`config.mk`:
```
export PLATFORM = sky130hd
export DESIGN_NAME = weight_mem_ctrl_flat
export DESIGN_NICKNAME = d
export VERILOG_FILES = /design/src/rtl/weight_mem_ctrl_if.sv /design/src/rtl/weight_mem_ctrl.sv /design/src/flat_wrapper.sv
export SDC_FILE = /design/constraint.sdc
export NUM_CORES = 1
export LEC_CHECK = 0
export BUFFER_PORTS_ARGS = -buffer_cell sky130_fd_sc_hd__buf_2
export CAP_MARGIN = 30
export CELL_PAD_IN_SITES_DETAIL_PLACEMENT = 1
export CELL_PAD_IN_SITES_GLOBAL_PLACEMENT = 1
export CORE_ASPECT_RATIO = 0.7
export CORE_MARGIN = 5
export CORE_UTILIZATION = 40
export DETAILED_ROUTE_END_ITERATION = 12
export PLACE_DENSITY = 0.76
export RECOVER_POWER = 25
export SKIP_CTS_REPAIR_TIMING = 1
export SLEW_MARGIN = 25
export SYNTH_ARGS = -nofsm -noshare
export SYNTH_HDL_FRONTEND = slang
export SYNTH_SLANG_ARGS = --single-unit
```
`constraint.sdc`:
```
create_clock -name clk -period 5.1 [get_ports clk]
set_input_delay 0.765 -clock clk [delete_from_list [all_inputs] [get_ports clk]]
set_output_delay 0.765 -clock clk [all_outputs]
set_load 0.02 [all_outputs]
```
`src/rtl/weight_mem_ctrl_if.sv`:
```
// Signal bundle for weight_mem_ctrl: config load, stream control, weight-memory port and weight stream.
// The err signal exists only when WMC_LOAD_CHECK_EN is defined.
interface weight_mem_ctrl_if #(
    parameter int addressWidth = 10,
    parameter int dataWidth    = 16
);
    logic                    cfg_valid;
    logic                    cfg_ready;
    logic [dataWidth-1:0]    cfg_data;
    logic                    start;
    logic                    busy;
    logic                    done;
    logic                    loaded;
    logic                    mem_wen;
    logic                    mem_ren;
    logic [addressWidth-1:0] mem_wadd;
    logic [addressWidth-1:0] mem_radd;
    logic [dataWidth-1:0]    mem_win;
    logic [dataWidth-1:0]    mem_wout;
    logic                    w_valid;
    logic                    w_ready;
    logic [dataWidth-1:0]    w_data;
    logic                    w_last;
`ifdef WMC_LOAD_CHECK_EN
    logic                    err;
`endif

    modport master (
        input  cfg_valid, cfg_data, start, mem_wout, w_ready,
        output cfg_ready, busy, done, loaded, mem_wen, mem_ren, mem_wadd, mem_radd,
        output mem_win, w_valid, w_data, w_last
`ifdef WMC_LOAD_CHECK_EN
        , output err
`endif
    );

    modport slave (
        output cfg_valid, cfg_data, start, mem_wout, w_ready,
        input  cfg_ready, busy, done, loaded, mem_wen, mem_ren, mem_wadd, mem_radd,
        input  mem_win, w_valid, w_data, w_last
`ifdef WMC_LOAD_CHECK_EN
        , input err
`endif
    );
endinterface

```
`src/rtl/weight_mem_ctrl.sv`:
```
// Weight memory controller: loads numWeight words into memory, then streams them to a neuron.
// Optional feature macro WMC_LOAD_CHECK_EN: refuse start until a full set is loaded, flag sticky err.
//   state | meaning
//   IDLE  | accepting cfg beats and start
//   RUN   | issuing reads for addresses 0..numWeight-1
//   DRAIN | all reads issued, waiting for the output FIFO to empty
module weight_mem_ctrl #(
    parameter int numWeight    = 3,
    parameter int addressWidth = 10,
    parameter int dataWidth    = 16
) (
    input  logic              clk,
    input  logic              rst_n,
    weight_mem_ctrl_if.master bus
);
    typedef enum logic [1:0] {IDLE = 2'd0, RUN = 2'd1, DRAIN = 2'd2} state_t;

    localparam logic [addressWidth-1:0] LAST_ADDR = addressWidth'(numWeight - 1);

    state_t                  r_state;
    logic [addressWidth-1:0] r_wptr;
    logic [addressWidth-1:0] r_rptr;
    logic                    r_loaded;
    logic                    r_done;
    logic                    r_inflight;
    logic                    r_inflight_last;
    logic [dataWidth-1:0]    r_fifo_data [2];
    logic [1:0]              r_fifo_last;
    logic                    r_fifo_rd;
    logic                    r_fifo_wr;
    logic [1:0]              r_occ;

    logic                    w_idle;
    logic                    w_cfg_acc;
    logic                    w_start_acc;
    logic                    w_fifo_nempty;
    logic                    w_valid_int;
    logic                    w_pop;
    logic                    w_pop_stored;
    logic                    w_push;
    logic                    w_ren;
    logic                    w_head_last;
    logic [dataWidth-1:0]    w_head_data;
    logic [2:0]              w_pending;
    logic [1:0]              w_occ_nxt;

    assign w_idle    = (r_state == IDLE);
    assign w_cfg_acc = bus.cfg_valid & w_idle;

`ifdef WMC_LOAD_CHECK_EN
    logic r_err;
    assign w_start_acc = bus.start & w_idle & r_loaded;
    assign bus.err     = r_err;
`else
    assign w_start_acc = bus.start & w_idle;
`endif

    // The word returning from memory counts as FIFO content in the cycle it is valid,
    // so the first word is visible one cycle after its read is issued.
    assign w_fifo_nempty = (r_occ != 2'd0);
    assign w_valid_int   = w_fifo_nempty | r_inflight;
    assign w_pop         = w_valid_int & bus.w_ready;
    assign w_pop_stored  = w_pop & w_fifo_nempty;
    assign w_push        = r_inflight & (w_fifo_nempty | ~w_pop);
    assign w_occ_nxt     = r_occ + {1'b0, w_push} - {1'b0, w_pop_stored};

    assign w_pending = {1'b0, r_occ} + {2'b00, r_inflight} - {2'b00, w_pop};
    assign w_ren     = (r_state == RUN) && (w_pending < 3'd2);

    assign w_head_data = w_fifo_nempty ? r_fifo_data[r_fifo_rd] :
                         (r_inflight ? bus.mem_wout : '0);
    assign w_head_last = w_fifo_nempty ? r_fifo_last[r_fifo_rd] : r_inflight_last;

    assign bus.cfg_ready = w_idle;
    assign bus.busy      = ~w_idle;
    assign bus.done      = r_done;
    assign bus.loaded    = r_loaded;
    assign bus.mem_wen   = w_cfg_acc;
    assign bus.mem_wadd  = r_wptr;
    assign bus.mem_win   = bus.cfg_data;
    assign bus.mem_ren   = w_ren;
    assign bus.mem_radd  = r_rptr;
    assign bus.w_valid   = w_valid_int;
    assign bus.w_data    = w_head_data;
    assign bus.w_last    = w_valid_int & w_head_last;

    always_ff @(posedge clk or negedge rst_n) begin
        if (!rst_n) begin
            r_state         <= IDLE;
            r_wptr          <= '0;
            r_rptr          <= '0;
            r_loaded        <= 1'b0;
            r_done          <= 1'b0;
            r_inflight      <= 1'b0;
            r_inflight_last <= 1'b0;
            r_fifo_data[0]  <= '0;
            r_fifo_data[1]  <= '0;
            r_fifo_last     <= 2'b00;
            r_fifo_rd       <= 1'b0;
            r_fifo_wr       <= 1'b0;
            r_occ           <= 2'd0;
`ifdef WMC_LOAD_CHECK_EN
            r_err           <= 1'b0;
`endif
        end else begin
            r_done <= 1'b0;

            if (w_cfg_acc) begin
                if (r_wptr == LAST_ADDR) begin
                    r_wptr   <= '0;
                    r_loaded <= 1'b1;
                end else begin
                    r_wptr <= r_wptr + addressWidth'(1);
                end
            end

            if (w_push) begin
                r_fifo_data[r_fifo_wr] <= bus.mem_wout;
                r_fifo_last[r_fifo_wr] <= r_inflight_last;
                r_fifo_wr              <= ~r_fifo_wr;
            end
            if (w_pop_stored) begin
                r_fifo_rd <= ~r_fifo_rd;
            end
            r_occ           <= w_occ_nxt;
            r_inflight      <= w_ren;
            r_inflight_last <= w_ren && (r_rptr == LAST_ADDR);

            case (r_state)
                IDLE: begin
                    if (w_start_acc) begin
                        r_state <= RUN;
                        r_rptr  <= '0;
                    end
                end
                RUN: begin
                    if (w_ren) begin
                        r_rptr <= r_rptr + addressWidth'(1);
                        if (r_rptr == LAST_ADDR) begin
                            r_state <= DRAIN;
                        end
                    end
                end
                DRAIN: begin
                    if (w_occ_nxt == 2'd0) begin
                        r_state <= IDLE;
                        r_done  <= 1'b1;
                    end
                end
                default: r_state <= IDLE;
            endcase

`ifdef WMC_LOAD_CHECK_EN
            if (bus.start && w_idle && !r_loaded) begin
                r_err <= 1'b1;
            end
`endif
        end
    end
endmodule

```
`src/flat_wrapper.sv`:
```
// flat-port wrapper written by rule: the top's interface ports become plain ports
module weight_mem_ctrl_flat 
#(
    parameter int numWeight    = 3,
    parameter int addressWidth = 10,
    parameter int dataWidth    = 16
)
  (clk, rst_n, bus_cfg_valid, bus_cfg_data, bus_start, bus_mem_wout, bus_w_ready, bus_cfg_ready, bus_busy, bus_done, bus_loaded, bus_mem_wen, bus_mem_ren, bus_mem_wadd, bus_mem_radd, bus_mem_win, bus_w_valid, bus_w_data, bus_w_last);
  weight_mem_ctrl_if #(.addressWidth(addressWidth), .dataWidth(dataWidth)) bus_i ();
  input  logic clk;
  input  logic rst_n;
  input wire logic [$bits(bus_i.cfg_valid)-1:0] bus_cfg_valid;
  input wire logic [$bits(bus_i.cfg_data)-1:0] bus_cfg_data;
  input wire logic [$bits(bus_i.start)-1:0] bus_start;
  input wire logic [$bits(bus_i.mem_wout)-1:0] bus_mem_wout;
  input wire logic [$bits(bus_i.w_ready)-1:0] bus_w_ready;
  output wire logic [$bits(bus_i.cfg_ready)-1:0] bus_cfg_ready;
  output wire logic [$bits(bus_i.busy)-1:0] bus_busy;
  output wire logic [$bits(bus_i.done)-1:0] bus_done;
  output wire logic [$bits(bus_i.loaded)-1:0] bus_loaded;
  output wire logic [$bits(bus_i.mem_wen)-1:0] bus_mem_wen;
  output wire logic [$bits(bus_i.mem_ren)-1:0] bus_mem_ren;
  output wire logic [$bits(bus_i.mem_wadd)-1:0] bus_mem_wadd;
  output wire logic [$bits(bus_i.mem_radd)-1:0] bus_mem_radd;
  output wire logic [$bits(bus_i.mem_win)-1:0] bus_mem_win;
  output wire logic [$bits(bus_i.w_valid)-1:0] bus_w_valid;
  output wire logic [$bits(bus_i.w_data)-1:0] bus_w_data;
  output wire logic [$bits(bus_i.w_last)-1:0] bus_w_last;
  assign bus_i.cfg_valid = bus_cfg_valid;
  assign bus_i.cfg_data = bus_cfg_data;
  assign bus_i.start = bus_start;
  assign bus_i.mem_wout = bus_mem_wout;
  assign bus_i.w_ready = bus_w_ready;
  assign bus_cfg_ready = bus_i.cfg_ready;
  assign bus_busy = bus_i.busy;
  assign bus_done = bus_i.done;
  assign bus_loaded = bus_i.loaded;
  assign bus_mem_wen = bus_i.mem_wen;
  assign bus_mem_ren = bus_i.mem_ren;
  assign bus_mem_wadd = bus_i.mem_wadd;
  assign bus_mem_radd = bus_i.mem_radd;
  assign bus_mem_win = bus_i.mem_win;
  assign bus_w_valid = bus_i.w_valid;
  assign bus_w_data = bus_i.w_data;
  assign bus_w_last = bus_i.w_last;
  weight_mem_ctrl #(.numWeight(numWeight), .addressWidth(addressWidth), .dataWidth(dataWidth)) u_core (.clk(clk), .rst_n(rst_n), .bus(bus_i));
endmodule
```
==> run metrics, run 1 <==
outcome finished, violations left; failing checks capacitance limit, slew limit; GP Congestion 0.775; layout cells sized above 1 0.342; Cell Area, Synth 3310 um^2; Clock Path Buffers 2; Starting Density 0.416; Synth warnings 0; clock root cell clkbuf_16; clock-pin slew on the worst setup and hold paths 0.05 ns; Worst-Skew Late Latency 0.33 ns; slew margin rel. -1.33; CP max stage delay 0.53 ns; reg2reg start u_core.r_occ[1]; CP arrival 3.29 ns; Overflow after GRT 0; Final Hold Fails 0; CTS tree yes; Area growth, synth to finish 17.2%; worst min path class flop to flop; Crit Path Max Fanout 37; die height 86.1 um; Pre-antenna DRT Iters 4; r2r setup slk approximately 1.7 ns; slowest CP cell fa_1; routed vias/inst 5.25; Setup Slack @ Placement 1.39 ns; core footprint 7970 um^2; Achievable Freq 0.246 GHz; CTS sink cnt 64; critical path type flop to output port; PD cells ~680 nW/um^2; Tmin final 4.06 ns; first-pass GRT wire length between 10 and 15 mm; die area around 10,000 um^2; most used cell, CP nand2_1; setup TNS 0 ns; largest net degree at the start of global routing 65; worst setup path startpoint u_core.r_occ[1]; Total Nets Final 386; Synth area leaders dfrtp_1 (48%), mux2_2 (8.2%), mux2i_1 (5.1%); post-synth top area cell dfrtp_1; Seq/Total Area, Yosys 0.483; wire per inst 17.4 um; initial antenna violation count 0; Max-Cap Viols 1; CTS Buf Count 9; worst hold margin 0.487 ns; syn_area_per_cell 11.4 um^2; setup slack after layout roughly 1.0 ns; number of synthesized flops with an enable pin 0; Final Core Density 0.487; min-delay src u_core.bus.loaded; FF/Latch Area 1600 um^2; 1st-iter DRT viols 91; Worst-Margin Slew 3.50 ns; RSZ-0062 raised after global routing no; Post-DRT Antenna Nets 0; peak supply drop roughly 0.20 mV; post-synthesis register bit count 64; Detailed Place HPWL 5.37 mm; die width 119 um; final cycle utilization of the critical path 0.796; commonest non-fill, non-tap cells in the layout buf_2 (64), dfrtp_1 (64), o21ai_0 (26), nand3_1 (25), mux2_2 (24); CP cell instances nor2_4, buf_4, nand2_1, and2_1, ha_1, nand2b_1, fa_1, and3b_1, nand2_1, inv_1, buf_2; Async SR Flop Fraction 1.00; Filler cells 886; worst flop-to-flop path endpoint u_core.bus.mem_radd[9]; clk_skew about 0.0053 ns; DRC 0; n_diodes 0; Post-Route WL 7.78 mm; Startpoint Class flop; Pleak 1.88 nW; # port buffers 64; Syn Nets 335; cells on worst reg2reg path 11; Clock H-tree levels 3; post-synth top area share 0.483; area of the multi-input gates 1490 um^2; crit path capture type output port; cells after synthesis between 200 and 300; vias in the first global route 2,549; Setup-failing EPs final 0; Critical Path RT about 4.3 ns; fin. max-slew vios 65; crit path to bus_mem_ren; routed vias 2,342; Top Ports just under 100; Distinct cells, synth 41; ys flop type dfrtp_1; Total Routing Usage GR 0.162; num rows 27
==> area by class of cell <==
class	count	share of cell area
multi-input combinational	190	0.383
tap	101	0.0325
clock inverter	3	0.0110
timing repair buffer	67	0.0892
sequential	64	0.412
inverter	9	0.00870
clock buffer	12	0.0635
==> stage by stage <==
step                cells  power, mW  area (um^2)
detailed placement    430       2.04         3580
CTS                   445       2.66         3870
global route          446       2.83         3880
floorplan             290       1.71         3310
global placement      430       1.99         3580
finish                446       2.64         3880
==> registers in the layout, summed over array words and instances (netlist names) <==
name	count
u_core.r_fifo_rd	1
u_core.bus.mem_radd	10
u_core.r_fifo_wr	1
u_core.r_fifo_data	32
u_core.r_fifo_last	2
u_core.r_occ	2
u_core.r_inflight	1
u_core.bus.mem_wadd	10
u_core.bus.loaded	1
u_core.r_state	2
u_core.r_inflight_last	1
u_core.bus.done	1
==> how the worst min path moves through the flow <==
stage                                 end  cells after the start
global placement        u_core.bus.loaded                      1
detailed placement      u_core.bus.loaded                      1
floorplan                 u_core.bus.done                      0
finish                  u_core.bus.loaded                      1
CTS                     u_core.bus.loaded                      1
global route        u_core.r_fifo_data[9]                      1
==> worst max-delay path: cells and delay by family (launching register included) <==
kind | cells | cell delay, ns
flops | 1 | 0.47
fa+ha+maj | 2 | 0.82
simple gates | 6 | 1.02
buf+inv | 3 | 0.66
==> cell families (layout without fill, tap and decap cells) <==
family	count (synthesis)	in the layout	share of synthesized area
fa+ha+maj	8	8	0.0325
flops	64	64	0.483
buf+inv	36	91	0.0680
compound gates	35	35	0.0612
simple gates	81	81	0.135
mux	51	51	0.178
xor+xnor	15	15	0.0419
==> per-layer routing <==
metal,up-vias,track usage,part of all wire
met5,-,0,0
met4,0,0.0557,0.016
met3,17,0.0534,0.047
met2,39,0.256,0.47
met1,1174,0.211,0.47
li1,1112,-,-
==> report_power, final <==
part,internal [mW],total [mW],leakage (nW),switching (mW)
sequential,0.705,0.875,0.800,0.170
clock,0.388,0.602,0.139,0.214
combinational,0.490,1.16,0.942,0.674
==> cell usage after synthesis (all sizes together) (3+ instances only) <==
| cell type | instances |
|---|---|
| nand2 | 15 |
| mux2i | 17 |
| inv | 9 |
| a21oi | 3 |
| o211ai | 3 |
| buf | 22 |
| and3 | 3 |
| nor2 | 8 |
| xnor2 | 8 |
| mux2 | 34 |
| dfrtp | 64 |
| and2 | 3 |
| ha | 7 |
| o21ai | 26 |
| and4 | 3 |
| clkbuf | 5 |
| xor2 | 7 |
| nor2b | 4 |
| nand3 | 25 |
| nand4 | 8 |
No activity file was read; power rests on OpenSTA's default activity.
==> inputs of run 2 (changes only) <==
==> constraint.sdc (replaced) <==
create_clock -name clk -period 4.2 [get_ports clk]
set_input_delay 0.63 -clock clk [delete_from_list [all_inputs] [get_ports clk]]
set_output_delay 0.63 -clock clk [all_outputs]
set_load 0.02 [all_outputs]
==> run 2 against run 1 <==
Compared with the run above: the run still ends with capacitance limit, slew limit left; largest cell class unchanged; design area about the same; first-iteration DRC count increased by 26%; sequential share of layout area about the same.
==> run metrics, run 2 (same netlist as run 1, synthesis figures left out) <==
commonest non-fill, non-tap cells in the layout dfrtp_1 (64), buf_2 (63), o21ai_0 (26), nand3_1 (25), mux2_2 (24); wire per inst 16.9 um; setup TNS 0 ns; CTS Buf Count 9; worst min path class flop to flop; met2 Track Usage GR 0.253; Worst-Margin Slew 2.17 ns; initial antenna violation count 0; Sw Ratio 0.405; Clock Path Buffers 2; Setup-failing EPs final 0; die area 10,200 um^2; critical path type flop to output port; clock-pin slew on the worst setup and hold paths 0.06 ns; Internal Dissipation 1.87 mW; Pre-antenna DRT Iters 4; Pleak 1.88 nW; die height 86.1 um; Overflow after GRT 0; Final Core Density 0.488; setup slack after layout 0.518 ns; Filler cells 911; RSZ-0062 raised after global routing no; Final Hold Fails 0; Biggest register u_core.r_fifo_data; Critical Path RT 3.57 ns; GP Congestion 0.825; routed vias/inst 5.17; FF/Latch Area 1600 um^2; CTS tree yes; CP arrival 3.05 ns; clk_skew 0.00916 ns; max reg flops 32; Detailed Place HPWL 5.50 mm; Top Ports 97; gr busiest metal met2; DRC 0; peak supply drop about 0.3 mV; Total Routing Usage GR 0.158; met3 usage 0.0534; Startpoint Class flop; P_sw 1.27 mW; first-pass GRT wire length 12.8 mm; Area growth, synth to finish 17.3%; Post-Place Cells ~430; fin. max-slew vios around 40; area of the multi-input gates 1490 um^2; final cycle utilization of the critical path 0.877; GR Layer Usage met1 0.204; Crit Path Max Fanout 18; CP max stage delay 0.54 ns; slowest CP cell fa_1; Total Nets Final ~390; crit path capture type output port; CTS sink cnt 64; 1st-iter DRT viols 115; sequential share of power 0.338; Achievable Freq 0.272 GHz; n_diodes 0; routed vias around 2,300; fin cells between 400 and 500; placed inst area 3600 um^2; outcome finished, violations left; Worst-Skew Late Latency around 0.32 ns; cell area after layout between 3000 and 4000 um^2; Clock H-tree levels 3; commonest non-fill, non-tap cell in the layout dfrtp_1; core footprint 7970 um^2; Post-Route WL 7.59 mm; clock root cell clkbuf_16; slew margin rel. -0.446; die width 119 um; PD cells 808 nW/um^2; Gate power share 0.448; num rows 27; Post-DRT Antenna Nets 0; vias in the first global route around 2,500; CP cell instances buf_4, inv_1, nand2_1, and2_1, ha_1, nand2b_1, fa_1, and3b_1, nand2_1, inv_1, buf_2; Max-Cap Viols 1; Tmin final 3.68 ns; layout cells sized above 1 0.348; clock network fraction of total power 0.214; Starting Density 0.416; Setup Slack @ Placement 0.842 ns; # port buffers 64; largest net degree at the start of global routing around 40; failing checks capacitance limit, slew limit
[run 2: cell types whose count changed in the layout (fill, tap and decap cells not counted)]
cell,before,now
buf_6,0,1
bufinv_16,1,0
clkinv_2,1,2
buf_4,1,2
buf_2,64,63
clkinvlp_4,1,3
[run 2: layer usage]
metal	vias to the layer above	share of wire
li1	1112	-
met1	1157	0.48
met2	40	0.47
met3	12	0.045
met4	0	0.0087
met5	-	0
[run 2: path summary, 6_finish.rpt]
| check | start | to | slack (ns) | depth (start not counted) |
|---|---|---|---|---|
| worst max-delay path | u_core.r_inflight | bus_mem_ren | 0.52 | 11 |
| worst min-delay path | u_core.bus.mem_wadd[9] | u_core.bus.mem_wadd[9] | 0.49 | 1 |
| worst max register to register | u_core.r_inflight | u_core.bus.mem_radd[9] | 1.02 | 11 |
| worst min register to register | u_core.bus.mem_wadd[9] | u_core.bus.mem_wadd[9] | 0.49 | 1 |
| max in group asynchronous | rst_n | u_core.bus.mem_wadd[5] | 1.14 | 2 |
| min in group asynchronous | rst_n | u_core.bus.mem_radd[6] | 0.94 | 1 |
[run 2: layout make-up]
type | instances | share of cell area
Timing Repair Buffer | 69 | 0.0937
Multi-Input combinational cell | 190 | 0.382
Tap cell | 101 | 0.0325
Clock inverter | 5 | 0.00837
Sequential cell | 64 | 0.412
Clock buffer | 11 | 0.0624
Inverter | 9 | 0.00869
[run 2: through the flow]
| step | hold WS (ns) | power [mW] |
|---|---|---|
| after global placement | 0.457 | 2.42 |
| after global routing | 0.518 | 3.38 |
| final | 0.490 | 3.14 |
| after detailed placement | 0.485 | 2.49 |
| after CTS | 0.475 | 3.18 |
| after floorplan | 0.334 | 2.07 |
[run 2: worst max-delay path, delay by kind of cell, from the launching register on]
kind                     cells  cell delay, ns
AND/OR/NAND/NOR              5            0.86
flip-flops                   1            0.36
adder cells (fa/ha/maj)      2            0.80
buffers and inverters        4            0.69
[run 2: power by group through the flow]
| stage | Combinational [mW] | Clock, mW | Sequential [mW] |
|---|---|---|---|
| after floorplan | 1.04 | 0 | 1.03 |
| after global placement | 1.35 | 0 | 1.07 |
| after detailed placement | 1.42 | 0 | 1.07 |
| after CTS | 1.43 | 0.692 | 1.06 |
| after global routing | 1.56 | 0.727 | 1.10 |
| final | 1.41 | 0.672 | 1.06 |
